$ cat src/rtl/lcd_reset_seq_pkg.sv
// Shared ILI9341 definitions: pin levels, reset-sequencer state encoding, SWRESET opcode.
// Used by lcd_reset_seq (soft reset enabled by LCD_RESET_SEQ_SOFT_RESET_EN) and the init controller.
package pkg_ili9341;

  localparam logic HIGH = 1'b1;
  localparam logic LOW  = 1'b0;
  localparam logic ON   = 1'b1;
  localparam logic OFF  = 1'b0;

  localparam logic [7:0] CMD_SWRESET_DEF = 8'h01;

  typedef enum logic [2:0] {
    ST_IDLE      = 3'd0,
    ST_PRE       = 3'd1,
    ST_PULSE     = 3'd2,
    ST_WAIT      = 3'd3,
    ST_SOFT_REQ  = 3'd4,
    ST_SOFT_WAIT = 3'd5,
    ST_DONE      = 3'd6
  } rst_seq_state_e;

  function automatic int unsigned max2(input int unsigned a, input int unsigned b);
    return (a > b) ? a : b;
  endfunction

endpackage

$ cat src/rtl/lcd_reset_seq_timer.sv
// seq_timer: loadable down-counter that stops at zero; shared by reset and init delay states.
module seq_timer #(
  parameter int CNT_W = 8
) (
  input  logic             clk,
  input  logic             rst_n,
  input  logic             i_load,
  input  logic [CNT_W-1:0] i_load_val,
  output logic             o_zero
);

  logic [CNT_W-1:0] r_cnt;

  always_ff @(posedge clk or negedge rst_n) begin
    if (!rst_n) begin
      r_cnt <= '0;
    end else if (i_load) begin
      r_cnt <= i_load_val;
    end else if (r_cnt != '0) begin
      r_cnt <= r_cnt - 1'b1;
    end
  end

  assign o_zero = (r_cnt == '0);

endmodule

$ cat src/rtl/lcd_reset_seq.sv
// ILI9341 power-on reset sequencer: RESX pre-hold, low pulse, recovery, done strobe.
// Define LCD_RESET_SEQ_SOFT_RESET_EN to follow recovery with a SWRESET command handshake.
module lcd_reset_seq
  import pkg_ili9341::*;
#(
  parameter int unsigned PRE_CYC       = 1_000,
  parameter int unsigned PULSE_CYC     = 1_000,
  parameter int unsigned WAIT_CYC      = 12_000_000,
  parameter int unsigned SOFT_WAIT_CYC = 500_000,
  parameter logic [7:0]  CMD_SWRESET   = CMD_SWRESET_DEF
) (
  input  logic       clk,
  input  logic       rst,
  input  logic       i_start,
  input  logic       i_abort,
  output logic       o_busy,
  output logic       o_done,
  output logic       o_resx,
  output logic       o_cmd_valid,
  output logic [7:0] o_cmd_data,
  input  logic       i_cmd_ready
);

  localparam int unsigned MAX_CYC = max2(max2(PRE_CYC, PULSE_CYC), max2(WAIT_CYC, SOFT_WAIT_CYC));
  localparam int          CNT_W   = $clog2(MAX_CYC + 1);

  localparam logic [CNT_W-1:0] PRE_LD   = CNT_W'(PRE_CYC - 1);
  localparam logic [CNT_W-1:0] PULSE_LD = CNT_W'(PULSE_CYC - 1);
  localparam logic [CNT_W-1:0] WAIT_LD  = CNT_W'(WAIT_CYC - 1);

  rst_seq_state_e   r_state;
  rst_seq_state_e   w_nxt;
  logic [CNT_W-1:0] w_ld_val;
  logic             w_load;
  logic             w_zero;
  logic             r_busy;
  logic             r_done;
  logic             r_resx;

  // Every state change reloads the counter, so untimed states always see it at 0.
  seq_timer #(.CNT_W(CNT_W)) u_timer (
    .clk        (clk),
    .rst_n      (rst),
    .i_load     (w_load),
    .i_load_val (w_ld_val),
    .o_zero     (w_zero)
  );

  always_comb begin
    w_nxt    = r_state;
    w_ld_val = '0;
    case (r_state)
      ST_IDLE:      if (i_start && !i_abort) w_nxt = ST_PRE;
      ST_PRE:       if (w_zero) w_nxt = ST_PULSE;
      ST_PULSE:     if (w_zero) w_nxt = ST_WAIT;
`ifdef LCD_RESET_SEQ_SOFT_RESET_EN
      ST_WAIT:      if (w_zero) w_nxt = ST_SOFT_REQ;
      ST_SOFT_REQ:  if (i_cmd_ready) w_nxt = ST_SOFT_WAIT;
      ST_SOFT_WAIT: if (w_zero) w_nxt = ST_DONE;
`else
      ST_WAIT:      if (w_zero) w_nxt = ST_DONE;
`endif
      ST_DONE:      w_nxt = ST_IDLE;
      default:      w_nxt = ST_IDLE;
    endcase
    if (i_abort && (r_state != ST_IDLE)) w_nxt = ST_IDLE;

    case (w_nxt)
      ST_PRE:       w_ld_val = PRE_LD;
      ST_PULSE:     w_ld_val = PULSE_LD;
      ST_WAIT:      w_ld_val = WAIT_LD;
`ifdef LCD_RESET_SEQ_SOFT_RESET_EN
      ST_SOFT_WAIT: w_ld_val = CNT_W'(SOFT_WAIT_CYC - 1);
`endif
      default:      w_ld_val = '0;
    endcase
  end

  assign w_load = (w_nxt != r_state);

`ifdef LCD_RESET_SEQ_SOFT_RESET_EN
  logic       r_cmd_valid;
  logic [7:0] r_cmd_data;

  always_ff @(posedge clk or negedge rst) begin
    if (!rst) begin
      r_cmd_valid <= OFF;
      r_cmd_data  <= '0;
    end else begin
      r_cmd_valid <= (w_nxt == ST_SOFT_REQ);
      r_cmd_data  <= (w_nxt == ST_SOFT_REQ) ? CMD_SWRESET : 8'h00;
    end
  end

  assign o_cmd_valid = r_cmd_valid;
  assign o_cmd_data  = r_cmd_data;
`else
  logic w_unused;
  assign w_unused    = &{1'b0, i_cmd_ready, CMD_SWRESET};
  assign o_cmd_valid = OFF;
  assign o_cmd_data  = 8'h00;
`endif

  // Outputs are registered from the next state so they match a decode of r_state.
  always_ff @(posedge clk or negedge rst) begin
    if (!rst) begin
      r_state <= ST_IDLE;
      r_resx  <= HIGH;
      r_busy  <= OFF;
      r_done  <= OFF;
    end else begin
      r_state <= w_nxt;
      r_resx  <= (w_nxt == ST_PULSE) ? LOW : HIGH;
      r_busy  <= (w_nxt != ST_IDLE);
      r_done  <= (w_nxt == ST_DONE);
    end
  end

  assign o_resx = r_resx;
  assign o_busy = r_busy;
  assign o_done = r_done;

endmodule
$ cat config.mk
export PLATFORM = sky130hd
export DESIGN_NAME = lcd_reset_seq
export DESIGN_NICKNAME = d
export VERILOG_FILES = /design/src/rtl/lcd_reset_seq_pkg.sv /design/src/rtl/lcd_reset_seq_timer.sv /design/src/rtl/lcd_reset_seq.sv
export SDC_FILE = /design/constraint.sdc
export NUM_CORES = 1
export LEC_CHECK = 0
export CAP_MARGIN = 20
export CORE_ASPECT_RATIO = 0.6
export CORE_MARGIN = 5
export CORE_UTILIZATION = 45
export CTS_CLUSTER_DIAMETER = 120
export DETAILED_ROUTE_END_ITERATION = 8
export PLACE_DENSITY = 0.67
export SLEW_MARGIN = 30
export SYNTH_ARGS = -nofsm -noshare
export SYNTH_HDL_FRONTEND = slang
export SYNTH_HIERARCHICAL = 1
export SYNTH_SLANG_ARGS = --single-unit
$ cat constraint.sdc
create_clock -name clk -period 2.4 [get_ports clk]
set_input_delay 0.48 -clock clk [delete_from_list [all_inputs] [get_ports clk]]
set_output_delay 0.48 -clock clk [all_outputs]
set_load 0.01 [all_outputs]
==> results.md <==
* Worst path arrival time at 2430 ps
* Row Count at 18
* WP data required at 2610 ps
* Yosys warning count at 6
* DRC at 0
* Nets at 234
* Post-synth EDFFs at 0
* Fin. Hold Viols at 0
* Area of the multi-input gates at 0.001065 mm2
* CP max stage delay at 500 ps
* Pwr/cell area at 798.6 mW/mm2
* Max-cap violations at 0
* Antenna viol nets, final at 0
* Vias post-DR at 1,454
* Die area at 0.005679 mm2
* GPL Wtd Cong at 0.7934
* Vias in the first global route at 1,293
* First-pass GRT wire length at 6651 um
* Crit path kind: flop to flop
* Syn-to-layout area delta at 12.93%
* Outcome: finished clean
* Critical Path, Cell by Cell: inv_1 > ha_1 > and2b_1 > nand4_1 > nor2_1 > o22a_1 > or3_4 > or4_1 > nand3_1
* # fillers at 377
* #FFs+latches synth at 30
* # hold bufs at CTS at 0
* TritonCTS clock tree: built
* Post-Syn Instances at 206
* Clk pwr share at 22.1%
* Largest area contributor in the netlist: dfrtp_1
* Pint at 1105 uW
* Logic pwr share at 33.6%
* Num CTS Buffers at 5
* H-tree depth at 2
* CTS Buffer Depth at 2
* Root Buffer: clkbuf_8
* Drt pass-1 iters at 4
* P_sw at 613.1 uW
* Worst Reg2Reg Path Length in Cells at 9
* Slowest CP cell: or4_1
* CORE AREA at 0.004099 mm2
* Asr flop ratio synth at 100.0%
* Worst Skew at 3.533 ps
* Routed WL at 4001 um
* Sw Share at 35.67%
* WHS at 588.2 ps
* # diodes at 0
* TNS Setup at 0 ps
* Most common cell in the netlist: dfrtp_1
* Share of cells above drive strength 1 at 17.18%
* Total grt overflow at 0
* Fraction of the yosys area taken by sequential cells at 39.46%
* Clock net sink count at 30
* Post-DR vias/cell at 5.066
* Final Setup Violations at 0
* Clock Pin Slew Worst Setup and Hold Paths at 60 ps
* Sequential power share at 44.3%
* Final worst path period need at 2217 ps
* Initial Utilization at 46.49%
* Ports at 17
* Static Leakage at 0.0009114 uW
* Die W at 94.01 um
* Crit share post-route at 92.36%
* Ranking of synthesized cells by area: dfrtp_1 (38%), xor2_1 (5.5%), o21ai_0 (4.7%), nand2_1 (4.3%), buf_4 (3.9%)
* Die height at 60.41 um
* Largest net degree at the start of global routing at 31
* Synth top area share at 38.08%
* Avg Cell Area, Syn at 9.250 um2
* Fmax at 451.1 MHz
* Initial DRC count at 83
* Initial antenna violation count at 0
* Critical Path End Type: flop
* Worst setup SP type: flop
* IO Port Bufs at 6
* Routed WL per cell at 13.94 um
* Tot Pwr at 1719 uW
* DPL Wire Length at 2826 um
* GRT Overall Usage at 15.48%
* Class of the worst hold path: input port to async pin
* FF/Latch Area at 752.0 um2
* Worst-path fanout max at 4
* Top_reg_cell synth: dfrtp_1
* Max IR drop VDD at 0.4246 mV
* Fin. max-slew vios at 0
* Most frequent cells after synthesis: dfrtp_1 (29), nand2_1 (22), nor2_1 (19), o21ai_0 (18), xor2_1 (12)
* Worst-skew pair later-pin latency at 280 ps
* RSZ-0062 raised after global routing: false
* Post-synthesis cell area at 0.001906 mm2
* Post-synth cell types at 51
cell families (layout without fill, tap and decap cells):
kind of cell    Yosys count  in the layout  synth area share, %
other cells               1             15               0.1968
fa+ha+maj                 2              2                1.313
xor+xnor                 17             17                7.813
compound gates           40             40                13.13
mux                       8              8                4.530
simple gates             84             84                25.54
flops                    30             30                39.46
buf+inv                  24             31                8.010
layer usage:
metal / wire (um) / global-route usage, %
met1: 2258 / 25.85
met3: 236 / 4.461
met5: 0 / 0
met2: 1499 / 18.57
met4: 6 / 3.704
what timing repair did:
item | 4_1_cts | 5_1_grt
endpoints found under the hold margin | 0 | 0
gates resized for setup | 0 | 2
endpoints found under the setup margin | 0 | 3
buffers inserted | 0 | 0
final cells by class:
cell class | instances | area share, %
Clock buffer | 7 | 3.547
Inverter | 3 | 0.5233
Timing Repair Buffer | 21 | 8.023
Sequential cell | 30 | 34.94
Multi-Input combinational cell | 166 | 49.48
Tap cell | 60 | 3.488
state kept, by name (all words and copies together), names as in the netlist:
| signal | count |
|---|---|
| o_busy | 1 |
| o_resx | 1 |
| u_timer/r_cnt | 24 |
| o_done | 1 |
| r_state | 3 |
final timing paths:
path	startpoint	to	slack (ps)
max in group asynchronous	rst	o_resx	1490
worst max register to register	u_timer/r_cnt[0]	u_timer/r_cnt[8]	180
worst min-delay path	rst	u_timer/r_cnt[13]	590
min in group clk	r_state[2]	o_resx	590
worst min register to register	r_state[2]	o_resx	590
worst max-delay path	u_timer/r_cnt[0]	u_timer/r_cnt[8]	180
worst max-delay path, delay by kind of cell (launching register included):
family | cells | cell delay (ps)
AND/OR/NAND/NOR | 6 | 1360
AO/OA/AOI/OAI | 1 | 170
adder cells (fa/ha/maj) | 1 | 190
flip-flops | 1 | 340
buffers and inverters | 1 | 90
cell usage in the layout, fill, tap and decap left out, types with 2 or more instances in the layout:
master           count
conb_1              15
nand3_1              4
nor3b_1              3
nor2_1              19
dfrtp_1             29
buf_4               15
or3_1                3
inv_1                3
clkbuf_8             5
nor3_1               5
mux2_2               5
nor4_2               2
clkbuf_1             2
a31oi_1              2
o21ai_0             18
nand2_1             22
xor2_1              12
mux2i_1              3
clkdlybuf4s50_1      6
ha_1                 2
o31ai_1              7
a21oi_1              5
or4_1                6
nor4b_1              2
xnor2_1              5
stage by stage:
stage | worst slack [ps] | util, % | std cells | area (um2)
CTS | 145.4 | 52.23 | 287 | 2141
global placement | 159.1 | 50.37 | 280 | 2064
finish | 183.3 | 52.50 | 287 | 2152
detailed placement | 160.3 | 50.37 | 280 | 2064
global route | 8.667 | 52.50 | 287 | 2152
floorplan | 2.172 | - | 220 | 1959
power groups by stage:
stage                     registers (uW)  logic [uW]  clock network, uW
after floorplan                      730         423                  0
after global placement               762         562                  0
after detailed placement             767         570                  0
after CTS                            758         575                399
after global routing                 780         654                418
final                                761         578                379
Note: power is estimated with default switching activity, not from simulation.
